==> src/rtl/frame_stream_writer_pkg.sv <==
// Shared types and helpers for the Avalon-ST to frame-buffer writer.
// Optional statistics counters are enabled with FRAME_STREAM_WRITER_STATS_EN.
package frame_stream_writer_pkg;

    localparam int DEFAULT_WIDTH  = 320;
    localparam int DEFAULT_HEIGHT = 240;
    localparam int PIX_IN_W       = 30;
    localparam int PIX_OUT_W      = 12;

    typedef enum logic [1:0] {
        IDLE    = 2'd0,
        WRITE   = 2'd1,
        DISCARD = 2'd2
    } state_t;

    // Keep the top 4 bits of each 10-bit colour channel: R4 G4 B4.
    function automatic logic [PIX_OUT_W-1:0] pack_pixel(input logic [PIX_IN_W-1:0] pix);
        return {pix[29:26], pix[19:16], pix[9:6]};
    endfunction

endpackage

==> src/rtl/frame_stream_writer.sv <==
// Writes one Avalon-ST video frame into a 12-bit frame buffer, flagging short/long packets.
// Define FRAME_STREAM_WRITER_STATS_EN to add saturating frame_count/err_count outputs.
module frame_stream_writer
    import frame_stream_writer_pkg::*;
#(
    parameter int WIDTH  = DEFAULT_WIDTH,
    parameter int HEIGHT = DEFAULT_HEIGHT,
    parameter int ADDR_W = 17
) (
    input  logic                 clk,
    input  logic                 reset_n,
    input  logic [PIX_IN_W-1:0]  sink_data,
    input  logic                 sink_valid,
    input  logic                 sink_startofpacket,
    input  logic                 sink_endofpacket,
    output logic                 sink_ready,
    input  logic                 freeze,
    output logic [ADDR_W-1:0]    wraddress,
    output logic [PIX_OUT_W-1:0] wrdata,
    output logic                 wren,
    output logic                 frame_done,
    output logic                 err_short,
    output logic                 err_long
`ifdef FRAME_STREAM_WRITER_STATS_EN
    ,
    output logic [15:0]          frame_count,
    output logic [15:0]          err_count
`endif
);

    localparam logic [ADDR_W-1:0] LAST_ADDR = ADDR_W'(WIDTH * HEIGHT - 1);

    state_t            state, state_nx;
    logic [ADDR_W-1:0] addr_cnt, addr_cnt_nx, pix_addr;
    logic              beat, do_write, done_nx, short_nx, long_nx;

    assign beat = sink_valid && sink_ready;

    always_comb begin
        // NOTE: every output of this block gets a default first so no path can infer a latch.
        state_nx    = state;
        addr_cnt_nx = addr_cnt;
        pix_addr    = addr_cnt;
        do_write    = 1'b0;
        done_nx     = 1'b0;
        short_nx    = 1'b0;
        long_nx     = 1'b0;

        if (beat) begin
            // SOP is resolved first so a SOP+EOP beat falls through to the EOP handling below.
            if (sink_startofpacket) begin
                if (state == WRITE) begin
                    short_nx = 1'b1;
                    do_write = 1'b1;
                    pix_addr = '0;
                end else if (!freeze) begin
                    do_write = 1'b1;
                    pix_addr = '0;
                end else begin
                    state_nx = DISCARD;
                end
            end else if (state == WRITE) begin
                do_write = 1'b1;
            end

            if (do_write) begin
                if (sink_endofpacket) begin
                    state_nx    = IDLE;
                    addr_cnt_nx = '0;
                    if (pix_addr == LAST_ADDR) done_nx  = 1'b1;
                    else                       short_nx = 1'b1;
                end else if (pix_addr == LAST_ADDR) begin
                    long_nx     = 1'b1;
                    state_nx    = DISCARD;
                    addr_cnt_nx = '0;
                end else begin
                    state_nx    = WRITE;
                    addr_cnt_nx = pix_addr + ADDR_W'(1);
                end
            end else if (sink_endofpacket) begin
                state_nx = IDLE;
            end
        end
    end

    always_ff @(posedge clk) begin
        if (!reset_n) begin
            // NOTE: sequential state uses non-blocking assignments so every register samples pre-edge values.
            state      <= IDLE;
            addr_cnt   <= '0;
            sink_ready <= 1'b0;
            wren       <= 1'b0;
            wraddress  <= '0;
            wrdata     <= '0;
            frame_done <= 1'b0;
            err_short  <= 1'b0;
            err_long   <= 1'b0;
        end else begin
            state      <= state_nx;
            addr_cnt   <= addr_cnt_nx;
            sink_ready <= 1'b1;
            wren       <= do_write;
            frame_done <= done_nx;
            err_short  <= short_nx;
            err_long   <= long_nx;
            if (do_write) begin
                wraddress <= pix_addr;
                wrdata    <= pack_pixel(sink_data);
            end
        end
    end

`ifdef FRAME_STREAM_WRITER_STATS_EN
    // Counters advance in the same cycle their status pulse is registered.
    always_ff @(posedge clk) begin
        if (!reset_n) begin
            frame_count <= '0;
            err_count   <= '0;
        end else begin
            if (done_nx && frame_count != 16'hFFFF)
                frame_count <= frame_count + 16'd1;
            if ((short_nx || long_nx) && err_count != 16'hFFFF)
                err_count <= err_count + 16'd1;
        end
    end
`endif

endmodule

==> config.mk <==
export PLATFORM = sky130hd
export DESIGN_NAME = frame_stream_writer
export DESIGN_NICKNAME = d
export VERILOG_FILES = /design/src/rtl/frame_stream_writer_pkg.sv /design/src/rtl/frame_stream_writer.sv
export SDC_FILE = /design/constraint.sdc
export NUM_CORES = 1
export LEC_CHECK = 0
export ABC_AREA = 1
export BUFFER_PORTS_ARGS = -buffer_cell sky130_fd_sc_hd__buf_2
export CORE_UTILIZATION = 55
export CTS_CLUSTER_DIAMETER = 100
export CTS_CLUSTER_SIZE = 28
export DETAILED_ROUTE_END_ITERATION = 7
export PLACE_DENSITY = 0.9
export SETUP_SLACK_MARGIN = 0.05
export SYNTH_ARGS = -nofsm -noshare
export SYNTH_HDL_FRONTEND = slang
export SYNTH_SLANG_ARGS = --single-unit
export TNS_END_PERCENT = 1
==> constraint.sdc <==
create_clock -name clk -period 3.3 [get_ports clk]
set_clock_uncertainty 0.05 [all_clocks]
set_input_delay 0 -clock clk [delete_from_list [all_inputs] [get_ports clk]]
set_output_delay 0 -clock clk [all_outputs]
set_load 0.005 [all_outputs]
==> results_dict.tcl, run 1 <==
set metrics [dict create \
    result_of_the_run "completed" \
    cellLeakagePower_nw 1.36 \
    cts_max_level 2 \
    drt_iter0_markers 293 \
    cp_data_arrival_time_ns 2.73 \
    power_density_nw_per_um2 384 \
    required_ns 3.45 \
    worstRegToRegCells 10 \
    routed_via_density 5.48 \
    number_of_buffers_added_by_the_clock_tree_synthesis_step 5 \
    timing_worst_setup_path_type "reg -> reg" \
    synth_async_sr_flop_share_pct 0 \
    area_delta_synth_final_pct 20.1 \
    postRouteAntennaNets 0 \
    critical_path_buf_inv_count 1 \
    grt_overflow_total 0 \
    first_global_vias 2187 \
    cp_cell_sequence "inv_1, nand3_2, nand2_2, nor2_1, ha_1, nand4_1, nor2_4, nand3b_4, nand3_2, o21ai_1" \
    grt_pass1_wl_mm 9.78 \
    internal_mw 0.872 \
    numPortBuffers 51 \
    synthCells 323 \
    post_cts.resized_instances 0 \
    final_net_count 423 \
    grt_usage_pct 28.5 \
    globalRouteMet1Util_pct 33.6 \
    diodes 0 \
    synthTopCellsByCount "nand2_1 (76), dfxtp_1 (53), inv_1 (34)" \
    holdPathStages 5 \
    count_of_hold_fix_buffers_inserted_at_cts 14 \
    seqPwrFrac_pct 57.6 \
    critical_path_s_slowest_cell "dfxtp_1" \
    period_needed_ns 2.58 \
    number_of_cells_on_the_critical_path 10 \
    critical-path-max-stage-delay_ns 0.34 \
    final.period_utilization_pct 78.2 \
    nets_in_the_synthesized_netlist 360 \
    ys_top_cells_by_area "dfxtp_1 (43%), nand2_1 (12%), inv_1 (5.2%), a22o_1 (4.6%), nand3_1 (4.1%)" \
    gr-usage-met2_pct 49.3 \
    flip_flop_cell_with_the_highest_count_after_synthesis "dfxtp_1" \
    globalplace.congestion 0.873 \
    cell_repeated_most_along_the_worst_path "nand3_2" \
    fmax_mhz 387 \
    synth_top_area_share_pct 43.2 \
    num_io_pins 70 \
    die-area_um2 4740 \
    grt_setup_unrepaired "false" \
    dpl.hpwl_mm 4.06 \
    globalRoute.busiestLayer "met2" \
    remaining_drc_errors 0 \
    row_count 23 \
    detailroute.via_count 2394 \
    synth_top_cell_by_area "dfxtp_1" \
    clock_tree.root_cell "clkbuf_8" \
    floorplan.die.height_um 68.8 \
    total_switching_power_mw 0.259 \
    synthesized_cell_area_um2 2460 \
    global_route.usage.met3_pct 6.58 \
    grt_max_degree 29 \
    worstPathMaxFanout 20 \
    initial_utilization_pct 59.3 \
    post_route_cells_drive_above_1_share_pct 22.2 \
    timing.final.max_slew_violations 0 \
    total_power_mw 1.13 \
    power_frac_clock_pct 34.6 \
    hold-worst-slack_ns 0.147 \
    power.share.switching_pct 22.9 \
    yosys_warn_count 0 \
    setup.worst_path.end_class "register" \
    drt-pass1-iter-count 4 \
    clockBufferDepth 2 \
    clock_sink_count 53 \
    synth_edf_count 0 \
    detail_route.wl_per_cell_um 13.8 \
    netlist-cell-type-count 34 \
    power.share.combinational_pct 7.8 \
    maxCapViolations 0 \
    floorplan.core_area_um2 4140 \
    setup-tns-final_ns 0 \
    most_instantiated_library_cell_after_synthesis "nand2_1" \
    antenna_found_initial 0 \
    maxSlewHeadroom_pct 66.7 \
    clkLatencyLatePin_ns 0.31 \
    syn_avg_cell_area_um2 7.60 \
    post_cts_buffers 0 \
    ys_seq_elements 53 \
    crit_start_category "register" \
    path_clk_slew_ns 0.09 \
    hold_viol_final 0 \
    route.final.wire_length_mm 6.02 \
    peakVddDrop_uv 298 \
    worst_hold_path_type "in -> reg" \
    critPathTopFamily "simple AND/OR/NAND/NOR gates" \
    dieWidth_um 68.8 \
    slew_at_the_pin_with_the_worst_max_slew_slack_ns 0.498 \
    yosysSeqAreaShare_pct 43.2 \
    timing.final.ws_setup_ns 0.719 \
    tritoncts "yes" \
    setup_viol 0 \
    place_worst_setup_slack_ns 0.807 \
]
[worst reg2reg max path, stage by stage, from the launching register on]
cell	delay (ns)
dfxtp_1	0.34
inv_1	0.06
nand3_2	0.34
nand2_2	0.21
nor2_1	0.22
ha_1	0.26
nand4_1	0.28
nor2_4	0.28
nand3b_4	0.15
nand3_2	0.20
o21ai_1	0.08
[final cells by class]
type	count	area, um^2
fill	343	1190
multi-input combinational	221	1170
sequential	53	1060
timing repair buffer	67	410
inverter	38	143
clock buffer	7	96.3
tap	50	62.6
clock inverter	1	5.00
[metal layers]
metal	up-vias	part of all wire, %
met3	11	7.5
met4	0	1.8
li1	1195	-
met2	102	49
met5	-	0
met1	1086	42
[path summary, 6_finish.rpt]
| check | to | slack, ns | startpoint |
|---|---|---|---|
| worst max-delay path | addr_cnt[8] | 0.72 | state[1] |
| worst min-delay path | wraddress[0] | 0.15 | sink_valid |
| worst max register to register | addr_cnt[8] | 0.72 | state[1] |
| worst min register to register | wraddress[9] | 0.40 | wraddress[9] |
[cells by family after synthesis]
family / share of synthesized area, %
compound gates: 14.2
xor+xnor: 1.07
fa+ha+maj: 0.509
buf+inv: 9.22
flops: 43.2
simple gates: 31.8
[flip-flops by register name (all words and copies together) (netlist names)]
signal / flops
sink_ready: 1
addr_cnt: 17
err_long: 1
wren: 1
wraddress: 17
wrdata: 12
err_short: 1
frame_done: 1
state: 2
[per-stage QoR]
stage          cell area (um^2)  utilization, %  instances
5_1_grt                    2950            71.2        437
3_3_place_gp               2710            65.3        415
4_1_cts                    2950            71.2        437
6_report                   2950            71.2        437
2_1_floorplan              2460               -        323
3_5_place_dp               2710            65.3        415
[power by group through the flow]
stage	clock network, mW	registers, mW	logic [mW]
after global routing	0.426	0.652	0.0959
after CTS	0.397	0.651	0.0867
final	0.392	0.651	0.0882
after floorplan	0	0.667	0.0468
after detailed placement	0	0.666	0.0739
after global placement	0	0.666	0.0712
[cells in the final DEF (no fill, tap or decap), drive strengths merged]
cell | Yosys | layout
clkbuf | 2 | 7
dlygate4sd3 | 0 | 14
nand3 | 26 | 26
buf | 9 | 53
o21a | 1 | 1
a22o | 13 | 13
nand2 | 80 | 80
o211ai | 1 | 1
o22ai | 2 | 2
inv | 37 | 37
xnor2 | 1 | 1
nor2 | 33 | 33
a32o | 1 | 1
o21ai | 31 | 31
o21bai | 1 | 1
nand4 | 14 | 14
or2 | 1 | 1
ha | 1 | 1
a21oi | 5 | 5
a31oi | 1 | 1
xor2 | 2 | 2
dfxtp | 53 | 53
nor3 | 6 | 6
clkinv | 1 | 2
nand3b | 1 | 1
Power figures use the tool's default switching activity.
==> run 2, diff against run 1 <==
CORE_UTILIZATION = 46   (was 55)
PLACE_DENSITY = 0.81   (was 0.9)
clock period = 2.36 ns   (was 3.3 ns; I/O delays follow)
==> results_dict.tcl, run 2 (synthesis results as in run 1) <==
set metrics [dict create \
    detailroute.via_count 2387 \
    dieWidth_um 75.1 \
    detail_route.wl_per_cell_um 12.7 \
    hold_viol_final 0 \
    grt_setup_unrepaired "false" \
    path_clk_slew_ns 0.09 \
    tritoncts "yes" \
    post_cts_buffers 0 \
    critical-path-max-stage-delay_ns 0.34 \
    layout.cells.most_common_list "nand2_1 (76), dfxtp_1 (53), buf_2 (51)" \
    grt_usage_pct 22.9 \
    antenna_found_initial 0 \
    setup_viol 0 \
    remaining_drc_errors 0 \
    timing_worst_setup_path_type "reg -> reg" \
    slew_at_the_pin_with_the_worst_max_slew_slack_ns 0.609 \
    route.final.wire_length_mm 5.84 \
    result_of_the_run "completed" \
    critical_path_s_slowest_cell "dfxtp_1" \
    globalplace.congestion 0.917 \
    fmax_mhz 458 \
    drt-pass1-iter-count 5 \
    clock_sink_count 53 \
    row_count 26 \
    diodes 0 \
    period_needed_ns 2.18 \
    grt_pass1_wl_mm 9.85 \
    floorplan.core_area_um2 5140 \
    power_density_nw_per_um2 577 \
    maxSlewHeadroom_pct 59.3 \
    clkLatencyLatePin_ns 0.31 \
    cell_repeated_most_along_the_worst_path "nand3_2" \
    maxCapViolations 0 \
    floorplan.die.height_um 75.1 \
    detailed_place.area_um2 2760 \
    worstPathMaxFanout 7 \
    worst_hold_path_type "in -> reg" \
    registers_with_the_most_flip_flops "addr_cnt: 17 flops, wraddress: 17 flops, wrdata: 12 flops" \
    final.period_utilization_pct 92.5 \
    setup.worst_path.end_class "register" \
    post_route_cells_drive_above_1_share_pct 22.8 \
    cellLeakagePower_nw 1.38 \
    final_net_count 426 \
    number_of_buffers_added_by_the_clock_tree_synthesis_step 5 \
    numPortBuffers 51 \
    routed_via_density 5.19 \
    peakVddDrop_uv 386 \
    dpl.hpwl_mm 4.06 \
    grt_max_degree 27 \
    drt_iter0_markers 244 \
    timing.final.max_slew_violations 0 \
    num_io_pins 70 \
    clockBufferDepth 2 \
    stdcell_area_um2 3030 \
    first_global_vias 2196 \
    clock_tree.root_cell "clkbuf_8" \
    grt_overflow_total 0 \
    postRouteAntennaNets 0 \
    crit_start_category "register" \
    post_cts.resized_instances 0 \
    initial_utilization_pct 47.8 \
    die-area_um2 5640 \
    required_ns 2.51 \
    cts_max_level 2 \
    cp_cell_sequence "inv_1, nand3_2, nand2_2, nor2_1, ha_1, nand4_1, nor2_4, nand3b_4, nand3_2, o21ai_1" \
    area_delta_synth_final_pct 23.3 \
    final_common_cell "nand2_1" \
    setup-tns-final_ns 0 \
    cp_data_arrival_time_ns 2.33 \
]
run 2: repair_timing:
item / 4_1_cts / 5_1_grt
hold buffers: 14 / 0
hold endpoints to repair: 20 / 0
endpoints found under the setup margin: 0 / 0
run 2: power by group:
group	switching, mW	internal [mW]
clock	0.295	0.421
sequential	0.00574	0.905
combinational	0.0714	0.0512
run 2: final timing paths:
path                                     from  cells past startpoint  slack, ns             to
worst max-delay path                 state[1]                     10       0.18    addr_cnt[4]
worst max register to register       state[1]                     10       0.18    addr_cnt[4]
worst min register to register  wraddress[12]                      2       0.41  wraddress[12]
worst min-delay path                   freeze                      6       0.12       state[0]
run 2: area by class of cell:
class	instances	area (um^2)
inverters	38	143
clock inverters	3	65.1
fillers	484	2110
flip-flops and latches	53	1060
well taps	70	87.6
clock buffers	5	68.8
repair buffers	70	433
multi-input cells	221	1170
run 2: critical path, delay by kind of cell (launching register included):
family,cells,cell delay [ns]
compound gates,1,0.09
fa+ha+maj,1,0.27
buf+inv,1,0.06
flops,1,0.34
simple gates,7,1.26
run 2: metal layers:
metal	track usage (%)	share of wire, %
met5	0	0
met4	5.03	0.70
met3	4.82	6.6
met2	40.1	49
met1	29.0	44
run 2: stage by stage:
stage / cells / hold slack (ns) / power [mW] / setup WS (ns) / utilization [%]
global route: 460 / 0.177 / 1.82 / 0.0672 / 58.9
floorplan: 323 / -0.0223 / 0.997 / 0.367 / -
CTS: 460 / 0.100 / 1.77 / 0.234 / 58.9
detailed placement: 438 / 0.168 / 1.04 / 0.258 / 53.6
global placement: 438 / 0.158 / 1.03 / 0.320 / 53.6
finish: 460 / 0.121 / 1.75 / 0.177 / 58.9
